**config.mk**
```make
export PLATFORM = sky130hd
export DESIGN_NAME = regfile_writeback_flat
export DESIGN_NICKNAME = d
export VERILOG_FILES = /design/src/rtl/regfile_writeback_if.sv /design/src/rtl/regfile_writeback.sv /design/src/flat_wrapper.sv
export SDC_FILE = /design/constraint.sdc
export NUM_CORES = 1
export LEC_CHECK = 0
export CORE_MARGIN = 8
export CORE_UTILIZATION = 50
export DETAILED_ROUTE_END_ITERATION = 10
export PLACE_DENSITY = 0.86
export SLEW_MARGIN = 20
export SYNTH_ARGS = -nofsm -noshare
export SYNTH_HDL_FRONTEND = slang
export SYNTH_SLANG_ARGS = --single-unit
```
**constraint.sdc**
```tcl
create_clock -name clk -period 3.9 [get_ports clk]
set_input_delay 1.17 -clock clk [delete_from_list [all_inputs] [get_ports clk]]
set_output_delay 1.17 -clock clk [all_outputs]
set_load 0.02 [all_outputs]
```
**src/rtl/regfile_writeback_if.sv**
```systemverilog
// Writeback request/ack bus between the controller (master) and the register bank write side (slave).
interface regfile_writeback_if #(
    parameter int WIDTH = 16,
    parameter int PCW   = 8
);
    logic             wb_req;
    logic [2:0]       writenum;
    logic [1:0]       vsel;
    logic [WIDTH-1:0] mdata;
    logic [WIDTH-1:0] sximm8;
    logic [PCW-1:0]   pc;
    logic             wb_busy;
    logic             wb_ack;

    modport master (
        output wb_req, writenum, vsel, mdata, sximm8, pc,
        input  wb_busy, wb_ack
    );

    modport slave (
        input  wb_req, writenum, vsel, mdata, sximm8, pc,
        output wb_busy, wb_ack
    );
endinterface

```
**src/rtl/regfile_writeback.sv**
```systemverilog
// Write side of the 8-entry register bank: C/Z registers, writeback source mux, IDLE/COMMIT handshake.
// Optional macro WB_R0_ZERO_EN hardwires R0 to zero and drops commits to index 0.
module regfile_writeback #(
    parameter int WIDTH = 16,
    parameter int PCW   = 8
) (
    input  logic                 clk,
    input  logic                 rst_n,
    regfile_writeback_if.slave   wb,
    input  logic                 loadc,
    input  logic                 loads,
    input  logic [WIDTH-1:0]     alu_out,
    input  logic                 alu_z,
    output logic [WIDTH-1:0]     C,
    output logic                 Z,
    output logic [8*WIDTH-1:0]   regs_flat
);

`ifdef WB_R0_ZERO_EN
    localparam int REG_LO = 1;
`else
    localparam int REG_LO = 0;
`endif

    typedef enum logic {
        IDLE   = 1'b0,
        COMMIT = 1'b1
    } state_t;

    state_t           state;
    logic             ack_q;
    logic [WIDTH-1:0] src_data;
    logic [WIDTH-1:0] data_lat;
    logic [2:0]       num_lat;
    logic [WIDTH-1:0] regs [REG_LO:7];

    // Source mux sees pre-edge C, so a same-edge loadc never leaks into the capture.
    always_comb begin
        src_data = C;
        case (wb.vsel)
            2'b00: src_data = C;
            2'b01: src_data = {{(WIDTH-PCW){1'b0}}, wb.pc};
            2'b10: src_data = wb.sximm8;
            2'b11: src_data = wb.mdata;
        endcase
    end

    always_ff @(posedge clk or negedge rst_n) begin
        if (!rst_n) begin
            C <= '0;
            Z <= 1'b0;
        end else begin
            if (loadc) C <= alu_out;
            if (loads) Z <= alu_z;
        end
    end

    // Requests arriving during COMMIT are simply not looked at.
    always_ff @(posedge clk or negedge rst_n) begin
        if (!rst_n) begin
            state    <= IDLE;
            ack_q    <= 1'b0;
            data_lat <= '0;
            num_lat  <= '0;
            for (int i = REG_LO; i < 8; i++) regs[i] <= '0;
        end else begin
            ack_q <= 1'b0;
            case (state)
                IDLE: begin
                    if (wb.wb_req) begin
                        data_lat <= src_data;
                        num_lat  <= wb.writenum;
                        state    <= COMMIT;
                    end
                end
                COMMIT: begin
`ifdef WB_R0_ZERO_EN
                    if (num_lat != 3'd0) regs[num_lat] <= data_lat;
`else
                    regs[num_lat] <= data_lat;
`endif
                    ack_q <= 1'b1;
                    state <= IDLE;
                end
            endcase
        end
    end

    assign wb.wb_busy = (state == COMMIT);
    assign wb.wb_ack  = ack_q;

    for (genvar g = 0; g < 8; g++) begin : g_flat
        if (g < REG_LO) begin : g_zero
            assign regs_flat[g*WIDTH +: WIDTH] = '0;
        end else begin : g_reg
            assign regs_flat[g*WIDTH +: WIDTH] = regs[g];
        end
    end

endmodule
```
**src/flat_wrapper.sv**
```systemverilog
// flat-port wrapper written by rule: the top's interface ports become plain ports
module regfile_writeback_flat 
#(
    parameter int WIDTH = 16,
    parameter int PCW   = 8
)
  (clk, rst_n, loadc, loads, alu_out, alu_z, C, Z, regs_flat, wb_wb_req, wb_writenum, wb_vsel, wb_mdata, wb_sximm8, wb_pc, wb_wb_busy, wb_wb_ack);
  regfile_writeback_if #(.WIDTH(WIDTH), .PCW(PCW)) wb_i ();
  input  logic clk;
  input  logic rst_n;
  input  logic loadc;
  input  logic loads;
  input  logic [WIDTH-1:0] alu_out;
  input  logic alu_z;
  output logic [WIDTH-1:0] C;
  output logic Z;
  output logic [8*WIDTH-1:0] regs_flat;
  input wire logic [$bits(wb_i.wb_req)-1:0] wb_wb_req;
  input wire logic [$bits(wb_i.writenum)-1:0] wb_writenum;
  input wire logic [$bits(wb_i.vsel)-1:0] wb_vsel;
  input wire logic [$bits(wb_i.mdata)-1:0] wb_mdata;
  input wire logic [$bits(wb_i.sximm8)-1:0] wb_sximm8;
  input wire logic [$bits(wb_i.pc)-1:0] wb_pc;
  output wire logic [$bits(wb_i.wb_busy)-1:0] wb_wb_busy;
  output wire logic [$bits(wb_i.wb_ack)-1:0] wb_wb_ack;
  assign wb_i.wb_req = wb_wb_req;
  assign wb_i.writenum = wb_writenum;
  assign wb_i.vsel = wb_vsel;
  assign wb_i.mdata = wb_mdata;
  assign wb_i.sximm8 = wb_sximm8;
  assign wb_i.pc = wb_pc;
  assign wb_wb_busy = wb_i.wb_busy;
  assign wb_wb_ack = wb_i.wb_ack;
  regfile_writeback #(.WIDTH(WIDTH), .PCW(PCW)) u_core (.clk(clk), .rst_n(rst_n), .wb(wb_i), .loadc(loadc), .loads(loads), .alu_out(alu_out), .alu_z(alu_z), .C(C), .Z(Z), .regs_flat(regs_flat));
endmodule
```
==> flow_summary_export.csv, run 1 <==
group,metric,value,unit
power,p_leak,4.003,nW
floorplan,dieArea,0.01730,mm²
setup_path,cp_max_fo,9,
place,post-dp-hpwl,12.38,mm
timing,tns,0,ps
setup_path,arrival,1760,ps
global_routing,grt_pass1_wl,27.65,mm
timing,slew_viol_final,0,
floorplan,die_w,131.5,µm
place,placed_area,0.008920,mm²
global_routing,grt_max_degree,110,
drt,wirelength,16.87,mm
synth,netlist_instances,396,
drt,viasPerCell,5.301,
global_routing,grt_overflow,0,
setup_path,cp-end-kind,"primary output",
setup_path,slowest_delay,700,ps
synth,synth_seq_area_share,62.23,%
setup_path,crit_buf_inv,1,
finish,layout_common_cells,"clkdlybuf4s50_1, dfrtp_1, mux2_2, clkbuf_16, mux2_4",
global_routing,grt_usage,20.34,%
clock_tree,cts.repair.resized,0,
clock_tree,hold_buffers,0,
drt,drc_errors,0,
run_status,outcome,"complete, no violations",
worst_hold_path,hold_path_class,"flop to flop",
setup_path,start_kind,"flop",
timing,hold_viol_final,0,
finish,layout_commonest_cell,"clkdlybuf4s50_1",
power,p_per_area,834.7,mW/mm²
drt,first_pass_iters,4,
synth,yosysWarnings,0,
setup_path,cp_cell_sequence,"clkdlybuf4s50_1",
clock_tree,path_clk_slew,60,ps
clock_tree,post-cts-setup-buffers,0,
floorplan,num_rows,42,
finish,post_route_cells_drive_above_1_share,33.60,%
place,gp_congestion,0.7573,
synth,ys_types,21,
clock_tree,cts_buffers,17,
clock_tree,numClockSinks,166,
floorplan,boundaryPins,214,
timing,fmaxAchievable,0.3413,GHz
timing,worst_pin_slew,929.1,ps
timing,finalSetupViolCount,0,
timing,maxSlewHeadroom,37.99,%
floorplan,coreArea,0.01314,mm²
clock_tree,clock_latency,420,ps
finish,diodes,0,
setup_path,worstSetupPathType,"flop to primary output",
setup_path,required,2730,ps
synth,synth_edf_count,0,
drt,drt-met1-wl,6.754,mm
clock_tree,cts_root_buffer,"clkbuf_16",
timing,fin_crit,2930,ps
drt,highest_layer,"met4",
synth,synth_fp_nets,463,
finish,nFillCells,854,
synth,ys_ff_latch,166,
clock_tree,cts_tree,"done",
job,maxCapViolations,0,
clock_tree,cts_max_level,4,
synth,synth_flop_cell,"dfrtp_1",
timing,fin_skew,11.05,ps
synth,synthArstFlopShare,100.0,%
finish,areaGrowthSynthToFinish,42.81,%
drt,drt_iter0_drc,218,
global_routing,grt_pass1_vias,5013,
synth,yosys.area.top_type_share,62.23,%
clock_tree,cts.path.max_buffers,2,
floorplan,die_h,131.5,µm
timing,finalCritPeriodShare,75.13,%
timing,rsz0062_at_grt,"false",
drt,vias,4230,
setup_path,cpLargestDelayFamily,"buffers and inverters",
global_routing,antenna_found_initial,0,
drt,wl_per_cell,21.14,µm
synth,yosysTopAreaCell,"dfrtp_1",
drt,routed-wl-met2,8.444,mm
synth,syn_area_per_cell,16.86,µm²
synth,synth_area,0.006675,mm²
power,power,7.957,mW
floorplan,initial_core_util,50.81,%
finish,fin_area,0.009533,mm²
drt,antenna_left,0,
drt,wl_met3,1.296,mm
finish,final_nets,678,
setup_path,slowest_stage,"clkdlybuf4s50_1",
synth,synth.area.top_cells,"dfrtp_1, mux2_2, mux4_2",
power,ir_drop,0.3474,mV
place,portBuffers,213,
==> cell usage after synthesis (all sizes together) (2+ instances only) <==
library cell    n
buf            20
clkbuf          3
dfrtp         166
mux2          156
mux2i           8
mux4            8
nand3           8
nand4b          3
nor3            2
nor3b           2
o211ai          8
o21a            8
==> path summary, 6_finish.rpt <==
kind	depth (start not counted)	start	slack (ps)	end
hold reg to reg	1	u_core.regs_flat[96]	500	u_core.regs_flat[96]
max in group asynchronous	2	rst_n	2220	u_core.regs_flat[76]
setup reg to reg	3	u_core.wb.wb_busy	1780	u_core.regs_flat[28]
min in group asynchronous	1	rst_n	710	u_core.regs_flat[17]
setup / recovery	1	u_core.wb.wb_busy	970	wb_wb_busy
hold / removal	1	u_core.regs_flat[96]	500	u_core.regs_flat[96]
==> sequential cells by signal (all words and copies together), names as in the netlist <==
signal / flops
u_core.C: 16
u_core.num_lat: 3
u_core.Z: 1
u_core.data_lat: 16
u_core.wb.wb_busy: 1
u_core.wb.wb_ack: 1
u_core.regs_flat: 128
==> kinds of logic after synthesis <==
group                  after synthesis  synth area share (%)
multiplexers                       172                 30.78
flip-flops                         166                 62.23
buffers and inverters               23                 2.418
AND/OR/NAND/NOR                     19                 2.774
AO/OA/AOI/OAI                       16                 1.800
==> metrics by stage <==
step	setup WS (ps)	util [%]	cells	hold WS, ps
floorplan	1524	-	396	513.2
global placement	1036	67.90	767	488.0
detailed placement	925.8	67.90	767	491.5
CTS	952.0	72.45	797	505.6
global route	892.9	72.56	798	513.0
finish	969.8	72.56	798	501.9
==> final cells by class <==
| class | count | area, µm² | share of cell area, % |
|---|---|---|---|
| sequential | 166 | 4154 | 43.58 |
| timing repair buffer | 219 | 2198 | 23.06 |
| tap | 176 | 220.2 | 2.310 |
| clock buffer | 22 | 474.2 | 4.974 |
| clock inverter | 8 | 123.9 | 1.299 |
| multi-input combinational | 207 | 2362 | 24.78 |
==> per-layer routing <==
metal / up-vias / GRT usage, %
li1: 1882 / -
met1: 2156 / 23.21
met2: 167 / 33.23
met3: 25 / 8.155
met4: 0 / 8.870
met5: - / 0
==> report_power, final <==
part	internal (mW)	switching (mW)	total (mW)
Combinational	1.80	1.49	3.29
Sequential	2.45	0.536	2.98
Clock	1.05	0.632	1.68
Total	5.29	2.66	7.96
Note: power is estimated with default switching activity, not from simulation.
==> run 2, diff against run 1 <==
Settings changed: CORE_UTILIZATION 50 to 42, PLACE_DENSITY 0.86 to 0.77.
Clock period 3.9 ns to 2.4 ns, I/O delays scaled along.
==> run 2 against run 1 <==
Cell count is 6.4% higher. Worst hold slack lost 250 ps. Global-route usage shrank 2.4 points. Count of clock-buffer cells in the layout is 1 lower. Clock power increased by 67%. Utilization shrank 11 points. Register-to-register slack got worse by 1200 ps. Non-clock buffer count grew 9. Sequential power up 62%. Clock skew down 3.0 ps. Worst setup slack lost 750 ps. Die area rose by 17%. Highest routed layer unchanged.
==> flow_summary_export.csv, run 2 (synthesis results as in run 1) <==
group,metric,value,unit
setup_path,slowest_delay,660,ps
clock_tree,clock_latency,430,ps
floorplan,die_w,142.1,µm
drt,wirelength,17.38,mm
clock_tree,cts_root_buffer,"clkbuf_16",
floorplan,die_h,142.1,µm
floorplan,initial_core_util,42.48,%
setup_path,arrival,1460,ps
power,p_per_area,1341,mW/mm²
clock_tree,cts.path.max_buffers,2,
place,portBuffers,213,
power,pwr-share-seq,37.1,%
finish,post_route_cells_drive_above_1_share,34.81,%
finish,areaGrowthSynthToFinish,45.51,%
setup_path,cp_max_fo,3,
drt,viasPerCell,5.047,
timing,slew_viol_final,0,
timing,tns,0,ps
timing,hold_viol_final,0,
drt,vias,4285,
timing,fmaxAchievable,0.4596,GHz
setup_path,required,1680,ps
floorplan,coreArea,0.01571,mm²
drt,first_pass_iters,4,
clock_tree,path_clk_slew,60,ps
finish,stdcell_count,849,
timing,fin_crit,2176,ps
setup_path,worstSetupPathType,"flop to primary output",
clock_tree,hold_buffers,0,
global_routing,grt_max_degree,50,
timing,maxSlewHeadroom,58.61,%
clock_tree,cts_tree,"done",
finish,largest_register_ffs,128,
finish,layout_commonest_cell,"clkdlybuf4s50_1",
floorplan,num_rows,46,
power,p_int,8.635,mW
setup_path,crit_buf_inv,1,
global_routing,grt_usage,17.95,%
clock_tree,cts_buffers,17,
power,power_switching,4.385,mW
clock_tree,numClockSinks,166,
finish,layout_common_cells,"clkdlybuf4s50_1, dfrtp_1, mux2_2, clkbuf_16",
finish,final_nets,687,
drt,wl_per_cell,20.47,µm
job,maxCapViolations,0,
place,gp_congestion,0.7352,
floorplan,dieArea,0.02018,mm²
setup_path,cp_cell_sequence,"clkdlybuf4s50_1",
power,ir_drop,0.4980,mV
place,post-dp-hpwl,13.19,mm
power,pwr-share-clk,21.5,%
power,comb_power_share,41.3,%
global_routing,grt_pass1_wl,27.59,mm
timing,rsz0062_at_grt,"false",
setup_path,slowest_stage,"clkdlybuf4s50_1",
drt,antenna_left,0,
timing,finalSetupViolCount,0,
timing,worst_pin_slew,618.5,ps
setup_path,cp-end-kind,"primary output",
global_routing,grt_overflow,0,
floorplan,boundaryPins,214,
clock_tree,cts.repair.resized,0,
run_status,outcome,"complete, no violations",
drt,drt_iter0_drc,125,
setup_path,cpLargestDelayFamily,"buffers and inverters",
power,switching_share,33.68,%
timing,fin_skew,8.003,ps
drt,drc_errors,0,
power,p_leak,4.072,nW
timing,finalCritPeriodShare,90.67,%
place,dp.cells,817,
global_routing,antenna_found_initial,0,
setup_path,start_kind,"flop",
worst_hold_path,hold_path_class,"input port to asynchronous set/reset pin",
global_routing,grt_pass1_vias,4911,
clock_tree,cts_max_level,4,
clock_tree,post-cts-setup-buffers,0,
## run 2: final cells by class
class | instances | area, µm²
antenna | 1 | 2.502
fill | 1175 | 6000
clock inverter | 10 | 145.1
timing repair buffer | 228 | 2308
tap | 216 | 270.3
clock buffer | 21 | 470.5
sequential | 166 | 4154
multi-input combinational | 207 | 2362
## run 2: path summary, 6_finish.rpt
kind	start	endpoint	slack [ps]	depth (start not counted)
min	rst_n	u_core.regs_flat[20]	250	1
max in group asynchronous	rst_n	u_core.regs_flat[103]	1510	2
max	u_core.C[14]	C[14]	220	1
min reg2reg	u_core.regs_flat[99]	u_core.regs_flat[99]	510	1
min in group clk	u_core.regs_flat[99]	u_core.regs_flat[99]	510	1
max reg2reg	u_core.num_lat[1]	u_core.regs_flat[93]	590	2
## run 2: per-layer routing
metal / share of wire (%) / vias up / GRT usage (%) / wire (µm)
met5: 0 / - / 0 / 0
met4: 1.6 / 0 / 6.897 / 282
met3: 8.5 / 22 / 7.179 / 1485
met2: 51 / 148 / 30.38 / 8847
met1: 39 / 2223 / 19.89 / 6762
li1: - / 1892 / - / -
## run 2: metrics by stage
step                setup slack, ps  power (mW)  util [%]  instance area [µm²]  hold WS, ps
CTS                           186.0       13.19     61.80                 9711        246.9
detailed placement            103.6       10.34     57.88                 9095        493.9
floorplan                     474.0       7.285         -                 6675        424.4
global route                  165.0       13.62     61.80                 9711        266.4
finish                        224.0       13.02     61.82                 9713        252.6
global placement              147.4       10.17     57.88                 9095        488.3
## run 2: power by group through the flow
stage          Clock [mW]  Sequential (mW)  Combinational (mW)
2_1_floorplan           0             6.03                1.26
3_3_place_gp            0             4.83                5.34
3_5_place_dp            0             4.89                5.45
4_1_cts              2.87             4.85                5.46
5_1_grt              2.99             4.99                5.64
6_report             2.81             4.83                5.38
==> run 3, diff against run 2 <==
Settings changed: CTS_BUF_LIST from default to sky130_fd_sc_hd__clkbuf_16.
==> run 3 against run 2 <==
Clock power decreased by 4%. Sequential share of layout area up 0.14 points. Combinational power about the same.
==> flow_summary_export.csv, run 3 (synthesis results as in run 1) <==
group,metric,value,unit
run_status,outcome,"complete, no violations",
power,p_leak,4.059,nW
timing,hold_viol_final,0,
drt,drt_iter0_drc,131,
finish,fin_area,0.009681,mm²
setup_path,cp-startpoint,"u_core.C[1]",
worst_hold_path,hold_path_class,"input port to asynchronous set/reset pin",
timing,tns,0,ps
clock_tree,post-cts-setup-buffers,0,
global_routing,grt_max_degree,50,
setup_path,worst-r2r-cell-count,2,
setup_path,regToRegSetupSlack,600,ps
setup_path,required,1680,ps
power,power,12.91,mW
global_routing,grt_usage,17.93,%
floorplan,initial_core_util,42.48,%
finish,stdcell_count,848,
floorplan,dieArea,0.02018,mm²
drt,drc_errors,0,
clock_tree,cts_root_buffer,"clkbuf_16",
floorplan,coreArea,0.01571,mm²
timing,worst_pin_slew,612.9,ps
setup_path,worstSetupPathType,"flop to primary output",
clock_tree,cts_max_level,4,
setup_path,cpLargestDelayFamily,"buffers and inverters",
timing,finalSetupViolCount,0,
floorplan,boundaryPins,214,
setup_path,slowest_stage,"clkdlybuf4s50_1",
drt,wirelength,17.34,mm
job,maxCapViolations,0,
setup_path,crit_buf_inv,1,
power,ir_drop,0.4977,mV
place,place_ws,103.6,ps
setup_path,r2r-end,"u_core.regs_flat[92]",
power,p_per_area,1334,mW/mm²
clock_tree,path_clk_slew,60,ps
finish,post_route_cells_drive_above_1_share,34.34,%
timing,finalCritPeriodShare,90.70,%
global_routing,grt_overflow,0,
timing,hold_ws,252.4,ps
floorplan,die_h,142.1,µm
finish,diodes,0,
global_routing,grt_pass1_vias,4909,
finish,largest_register_ffs,128,
clock_tree,cts_tree,"done",
setup_path,cp-endpoint,"C[1]",
setup_path,r2r-start,"u_core.num_lat[1]",
setup_path,cp_num_cells,1,
clock_tree,numClockSinks,166,
timing,fin_skew,7.995,ps
clock_tree,cts.repair.resized,0,
finish,layout_common_cells,"clkdlybuf4s50_1, dfrtp_1, mux2_2, clkbuf_16",
finish,fin_util,61.61,%
clock_tree,clock_latency,430,ps
clock_tree,hold_buffers,0,
timing,maxSlewHeadroom,58.99,%
timing,fmaxAchievable,0.4594,GHz
drt,vias,4276,
finish,layout_commonest_cell,"clkdlybuf4s50_1",
timing,fin_crit,2177,ps
place,gp_congestion,0.7352,
finish,areaGrowthSynthToFinish,45.02,%
setup_path,slowest_delay,630,ps
place,post-dp-hpwl,13.19,mm
drt,wl_per_cell,20.45,µm
timing,setup_ws,223.1,ps
floorplan,die_w,142.1,µm
drt,antenna_left,0,
setup_path,cp_max_fo,3,
setup_path,cp-end-kind,"primary output",
setup_path,arrival,1460,ps
timing,slew_viol_final,0,
clock_tree,cts.path.max_buffers,2,
place,placed_area,0.009095,mm²
setup_path,cp_cell_sequence,"clkdlybuf4s50_1",
finish,final_nets,687,
setup_path,start_kind,"flop",
drt,first_pass_iters,4,
timing,rsz0062_at_grt,"false",
place,dp.cells,817,
global_routing,antenna_found_initial,0,
clock_tree,cts_buffers,17,
drt,viasPerCell,5.042,
floorplan,num_rows,46,
place,portBuffers,213,
global_routing,grt_pass1_wl,27.59,mm
==> run 3: cell type report <==
type,instances,area [µm²]
clock buffer,17,425.4
clock inverter,14,160.2
fill,1176,6032
multi-input combinational,207,2362
sequential,166,4154
tap,216,270.3
timing repair buffer,228,2308
==> run 3: per-layer routing <==
layer,vias up,track usage (%),routed length (µm)
met4,0,6.897,337
met5,-,0,0
met2,153,30.41,8778
li1,1890,-,-
met3,24,7.179,1515
met1,2209,19.83,6709
==> run 3: worst min-delay path by stage <==
stage	startpoint	end	slack, ps
after floorplan	rst_n	u_core.C[0]	420
after global placement	u_core.regs_flat[114]	u_core.regs_flat[114]	490
after detailed placement	u_core.regs_flat[94]	u_core.regs_flat[94]	490
after CTS	rst_n	u_core.regs_flat[20]	250
after global routing	rst_n	u_core.regs_flat[17]	270
final	rst_n	u_core.regs_flat[20]	250
==> run 3: report_power, final <==
group | switching, mW | total (mW) | internal, mW | leakage (nW)
sequential | 0.851 | 4.83 | 3.98 | 1.98
combinational | 2.45 | 5.38 | 2.94 | 1.79
clock | 1.08 | 2.70 | 1.62 | 0.283
total | 4.38 | 12.9 | 8.53 | 4.06
